<file path="src/rtl/uart_pkg.sv">
// Shared definitions for the UART blocks: receiver FSM states, default
// line parameters and the oversample divider calculation.
package uart_pkg;

  localparam int DEF_CLK_FREQ = 27_000_000;
  localparam int DEF_BAUD     = 9600;
  localparam int DEF_OVS      = 16;

  typedef enum logic [2:0] {
    S_IDLE  = 3'd0,
    S_START = 3'd1,
    S_DATA  = 3'd2,
    S_STOP  = 3'd3,
    S_BREAK = 3'd4
  } uart_state_t;

  // Clocks per oversample tick, rounded to nearest.
  function automatic int calc_div(input int clk_freq, input int baud, input int ovs);
    int den;
    den = baud * ovs;
    return (clk_freq + den / 2) / den;
  endfunction

endpackage

</file>
<file path="src/rtl/uart_baud_tick.sv">
// Free-running oversample tick generator; 'clear' realigns the phase so the
// next tick lands a full DIV clocks later. Shared by the UART rx and tx paths.
module uart_baud_tick
  import uart_pkg::*;
#(
  parameter int DIV = calc_div(DEF_CLK_FREQ, DEF_BAUD, DEF_OVS)
) (
  input  logic clk,
  input  logic rst,
  input  logic clear,
  output logic tick
);

  localparam int              CW   = (DIV > 1) ? $clog2(DIV) : 1;
  localparam logic [CW-1:0]   LAST = CW'(DIV - 1);

  logic [CW-1:0] r_cnt;

  always_ff @(posedge clk or posedge rst) begin
    if (rst) begin
      r_cnt <= '0;
    end else if (clear || (r_cnt == LAST)) begin
      r_cnt <= '0;
    end else begin
      r_cnt <= r_cnt + 1'b1;
    end
  end

  assign tick = (r_cnt == LAST) && !clear;

endmodule

</file>
<file path="src/rtl/uart_rx.sv">
// 8N1 UART receiver with oversampled mid-bit sampling, glitch rejection on
// the start bit, framing-error reporting and a BREAK hold state.
module uart_rx
  import uart_pkg::*;
#(
  parameter int CLK_FREQ = DEF_CLK_FREQ,
  parameter int BAUD     = DEF_BAUD,
  parameter int OVS      = DEF_OVS
) (
  input  logic       clk,
  input  logic       rst,
  input  logic       rx,
  output logic [7:0] data,
  output logic       data_ready,
  output logic       framing_err,
  output logic       busy,
  output logic [2:0] o_dbg_state
);

  localparam int               DIV    = calc_div(CLK_FREQ, BAUD, OVS);
  localparam int               TCW    = (OVS > 1) ? $clog2(OVS) : 1;
  localparam logic [TCW-1:0]   T_MID  = TCW'(OVS / 2 - 1);
  localparam logic [TCW-1:0]   T_LAST = TCW'(OVS - 1);

  logic            r_sync1, r_sync2, r_rx_prev;
  uart_state_t     r_state, w_state_next;
  logic [TCW-1:0]  r_tick_cnt;
  logic [2:0]      r_bit_cnt;
  logic [7:0]      r_shift, r_data;
  logic            r_data_ready, r_framing_err;

  logic w_tick, w_fall, w_div_clear;
  logic w_tick_clr, w_tick_inc, w_bit_clr, w_bit_inc;
  logic w_shift_en, w_load, w_ferr;

  // Two-flop synchronizer plus one history flop for edge detection; all
  // three idle high so reset never looks like a start edge.
  always_ff @(posedge clk or posedge rst) begin
    if (rst) begin
      r_sync1   <= 1'b1;
      r_sync2   <= 1'b1;
      r_rx_prev <= 1'b1;
    end else begin
      r_sync1   <= rx;
      r_sync2   <= r_sync1;
      r_rx_prev <= r_sync2;
    end
  end

  assign w_fall = r_rx_prev & ~r_sync2;

  uart_baud_tick #(.DIV(DIV)) u_tick (
    .clk   (clk),
    .rst   (rst),
    .clear (w_div_clear),
    .tick  (w_tick)
  );

  always_ff @(posedge clk or posedge rst) begin
    if (rst) r_state <= S_IDLE;
    else     r_state <= w_state_next;
  end

  always_comb begin
    w_state_next = r_state;
    w_div_clear  = 1'b0;
    w_tick_clr   = 1'b0;
    w_tick_inc   = 1'b0;
    w_bit_clr    = 1'b0;
    w_bit_inc    = 1'b0;
    w_shift_en   = 1'b0;
    w_load       = 1'b0;
    w_ferr       = 1'b0;
    case (r_state)
      S_IDLE: begin
        if (w_fall) begin
          w_state_next = S_START;
          w_div_clear  = 1'b1;
          w_tick_clr   = 1'b1;
          w_bit_clr    = 1'b1;
        end
      end
      S_START: begin
        if (w_tick) begin
          if (r_tick_cnt == T_MID) begin
            w_tick_clr   = 1'b1;
            w_state_next = r_sync2 ? S_IDLE : S_DATA;
          end else begin
            w_tick_inc = 1'b1;
          end
        end
      end
      S_DATA: begin
        if (w_tick) begin
          if (r_tick_cnt == T_LAST) begin
            w_tick_clr = 1'b1;
            w_shift_en = 1'b1;
            w_bit_inc  = 1'b1;
            if (r_bit_cnt == 3'd7) w_state_next = S_STOP;
          end else begin
            w_tick_inc = 1'b1;
          end
        end
      end
      S_STOP: begin
        if (w_tick) begin
          if (r_tick_cnt == T_LAST) begin
            w_tick_clr = 1'b1;
            if (r_sync2) begin
              w_load       = 1'b1;
              w_state_next = S_IDLE;
            end else begin
              w_ferr       = 1'b1;
              w_state_next = S_BREAK;
            end
          end else begin
            w_tick_inc = 1'b1;
          end
        end
      end
      S_BREAK: begin
        if (r_sync2) w_state_next = S_IDLE;
      end
      default: w_state_next = S_IDLE;
    endcase
  end

  // data_ready/framing_err are registered, so each pulses one clk after the stop sample.
  always_ff @(posedge clk or posedge rst) begin
    if (rst) begin
      r_tick_cnt    <= '0;
      r_bit_cnt     <= '0;
      r_shift       <= '0;
      r_data        <= '0;
      r_data_ready  <= 1'b0;
      r_framing_err <= 1'b0;
    end else begin
      if (w_tick_clr)      r_tick_cnt <= '0;
      else if (w_tick_inc) r_tick_cnt <= r_tick_cnt + 1'b1;
      if (w_bit_clr)       r_bit_cnt  <= '0;
      else if (w_bit_inc)  r_bit_cnt  <= r_bit_cnt + 1'b1;
      if (w_shift_en)      r_shift    <= {r_sync2, r_shift[7:1]};
      if (w_load)          r_data     <= r_shift;
      r_data_ready  <= w_load;
      r_framing_err <= w_ferr;
    end
  end

  assign data        = r_data;
  assign data_ready  = r_data_ready;
  assign framing_err = r_framing_err;
  assign busy        = (r_state != S_IDLE);
  assign o_dbg_state = r_state;

endmodule
</file>
<file path="config.mk">
export PLATFORM = sky130hd
export DESIGN_NAME = uart_rx
export DESIGN_NICKNAME = d
export VERILOG_FILES = /design/src/rtl/uart_pkg.sv /design/src/rtl/uart_baud_tick.sv /design/src/rtl/uart_rx.sv
export SDC_FILE = /design/constraint.sdc
export NUM_CORES = 1
export LEC_CHECK = 0
export CORE_MARGIN = 5
export CORE_UTILIZATION = 40
export CTS_CLUSTER_SIZE = 16
export DETAILED_ROUTE_END_ITERATION = 8
export GPL_TIMING_DRIVEN = 0
export SLEW_MARGIN = 40
export SYNTH_ARGS = -nofsm -noshare
export SYNTH_HDL_FRONTEND = slang
export SYNTH_HIERARCHICAL = 1
export SYNTH_SLANG_ARGS = --single-unit
</file>
<file path="constraint.sdc">
create_clock -name clk -period 2.9 [get_ports clk]
set_clock_uncertainty 0.1 [all_clocks]
set_input_delay 0.87 -clock clk [delete_from_list [all_inputs] [get_ports clk]]
set_output_delay 0.87 -clock clk [all_outputs]
set_load 0.05 [all_outputs]
</file>
==> metrics.yaml <==
run_status:
  outcome: "complete, no violations"
synthesis:
  ys_ff_latch: 39
  synth_area_um2: 1730
  synth_top_area_frac: 0.521
  synth_seq_area_share: 0.567
  ys_types: 33
  synth_area_leaders: "dfrtp_1 52%, mux2_2 10%, dfstp_2 4.6%"
  yosysTopAreaCell: "dfrtp_1"
  syn_avg_cell_area_um2: 11.4
  synthCells: 151
  yosys_warnings: 6
  synth_fp_nets: 158
floorplan:
  die_y_um: 75.7
  core_um2: 4260
  start_util: 0.405
  rows: 24
  die_area_um2: 5730
  die_w_um: 75.7
  ios: 17
clock_network:
  clockBufferDepth: 2
  numCtsBuffers: 5
  insertion_delay_ns: 0.28
  cts_hold_buf: 0
  clk_pin_slew_ns: 0.07
  cts_sinks: 39
  htreeDepth: 2
  clockRootBuffer: "clkbuf_8"
  cts_tree: "built"
timing:
  rsz0062_at_grt: "no"
  finalCritPeriodShare: 0.920
  min_period_ns: 2.67
  finalMaxSlewViolations: 0
  setup_violations: 0
  hold_viol: 0
  fmax_mhz: 375
  slew_headroom: 0.590
  worstMarginPinSlew_ns: 0.614
  setup_slack_ns: 0.233
worst_setup_path:
  worst-path-stages: 1
  path_cells: "clkdlybuf4s50_1"
  arrival_ns: 1.70
  critPathKind: "flop to output pin"
  start_kind: "flop"
  reg2reg_depth: 8
  slowest_delay_ns: 0.87
  cp_max_fo: 12
  path_buf_inv: 1
  critical_path_required_ns: 1.93
  r2r-start: "r_sync2"
  slowest_stage: "clkdlybuf4s50_1"
  crit_start: "o_dbg_state[0]"
  cp-end-kind: "output pin"
  cp_top_family: "buffers and inverters"
routing:
  drt_iter0_drc: 62
  viasPerCell: 5.16
  drtPass1Iterations: 2
  drc: 0
  vias: 1166
  routed_wl_mm: 3.05
  detail_route.wl_per_cell_um: 13.5
  postRouteAntennaNets: 0
final_layout:
  drive_gt1_frac: 0.207
  area_growth_pct: 18.5
  final_util: 0.480
  final_nets: 180
  antennaDiodeCount: 0
grt:
  grt_pass1_vias: 1259
  grt_max_degree: 32
  grt_first_pass_wirelength_mm: 5.60
  overflow: 0
  grt_usage: 0.129
  antenna_found_initial: 0
pwr:
  ir_drop_mv: 0.282
  power_mw: 1.14
  p_leak_nw: 0.940
  p_per_area_nw_per_um2: 559
hold_path:
  hp-class: "flop to flop"
  whs_path_depth: 0
  hold_start: "r_sync1"
placement:
  routabilityCongestion: 0.847
  io_buffers: 16
  dp_slack_ns: -0.140
  dp_hpwl_mm: 2.22
run:
  cap_violations: 0
[synthesized netlist by cell type (all sizes together)]
master  number
and4         1
buf          4
mux2i        1
inv          8
o31ai        1
o22ai        1
nor4         1
nand2b       2
dfrtp       36
a21oi        9
o32ai        1
or4          1
clkbuf       1
nor3b        3
nand2       11
or3          7
mux2        16
and4bb       2
a31oi        1
nand3        5
xor2         1
nor3         1
a41o         1
and3         2
ha           4
or3b         1
dfstp        3
nor2        12
a221o        1
o21ai        7
xnor2        2
nand4        4
[cell families (layout without fill, tap and decap cells)]
logic type               Yosys count  in the layout  share of synthesized area
XOR/XNOR                           3              3                     0.0152
multiplexers                      17             17                      0.110
AND/OR/NAND/NOR                   53             53                      0.169
AO/OA/AOI/OAI                     22             22                     0.0746
adder cells (fa/ha/maj)            4              4                     0.0290
buffers and inverters             13             36                     0.0348
flip-flops                        39             39                      0.567
[metrics by stage]
stage,std cells,instance area [um^2],setup TNS (ns),hold WS [ns]
CTS,226,2040,0,0.261
finish,226,2050,0,0.260
global route,226,2050,0,0.266
detailed placement,219,1950,-0.670,0.249
global placement,219,1950,-0.445,0.247
floorplan,151,1730,0,0.245
[final timing paths]
kind                       slack, ns              end
max                             0.23   o_dbg_state[0]
max reg2reg                     0.27    r_tick_cnt[3]
min in group asynchronous       0.77  u_tick/r_cnt[7]
min reg2reg                     0.26          r_sync2
max in group asynchronous       1.39   o_dbg_state[2]
min                             0.26          r_sync2
[metal layers]
| layer | up-vias | track usage | routed length, um |
|---|---|---|---|
| met5 | - | 0 | 0 |
| met4 | 0 | 0.0660 | 37 |
| met3 | 4 | 0.0449 | 102 |
| met2 | 13 | 0.204 | 1540 |
| met1 | 570 | 0.156 | 1370 |
| li1 | 579 | - | - |
[layout by cell type, fill, tap and decap left out, types with 3 or more instances in the layout]
cell type,n
a21oi_1,9
buf_2,3
clkbuf_8,5
clkdlybuf4s50_1,15
dfrtp_1,36
dfstp_2,3
ha_1,4
inv_1,7
mux2_2,16
nand2_1,11
nand3_1,5
nand4_1,4
nor2_1,12
o21ai_0,7
or3_1,7
[flip-flops by register name, summed over array words and instances (netlist names), 3 cells and up]
register,count
r_tick_cnt,4
data,8
u_tick/r_cnt,8
r_bit_cnt,3
r_shift,8
o_dbg_state,3
[report_power, final]
group	total, mW	leakage (nW)	internal, mW	switching (mW)
clock network	0.354	0.0402	0.167	0.187
logic	0.141	0.385	0.0649	0.0762
registers	0.649	0.514	0.595	0.0544
total	1.14	0.940	0.827	0.318
[cell type report]
cell class,instances,area (um^2)
multi-input cells,99,698
clock inverters,3,20.0
fillers,411,2220
clock buffers,5,68.8
repair buffers,16,159
well taps,52,65.1
inverters,8,30.0
flip-flops and latches,39,980
plain buffers,4,26.3
[timing repair]
action	4_1_cts	5_1_grt
endpoints found under the hold margin	0	0
setup endpoints to repair	6	15
setup buffers	0	0
gates resized for setup	2	1
(Power assumes the default switching activity.)
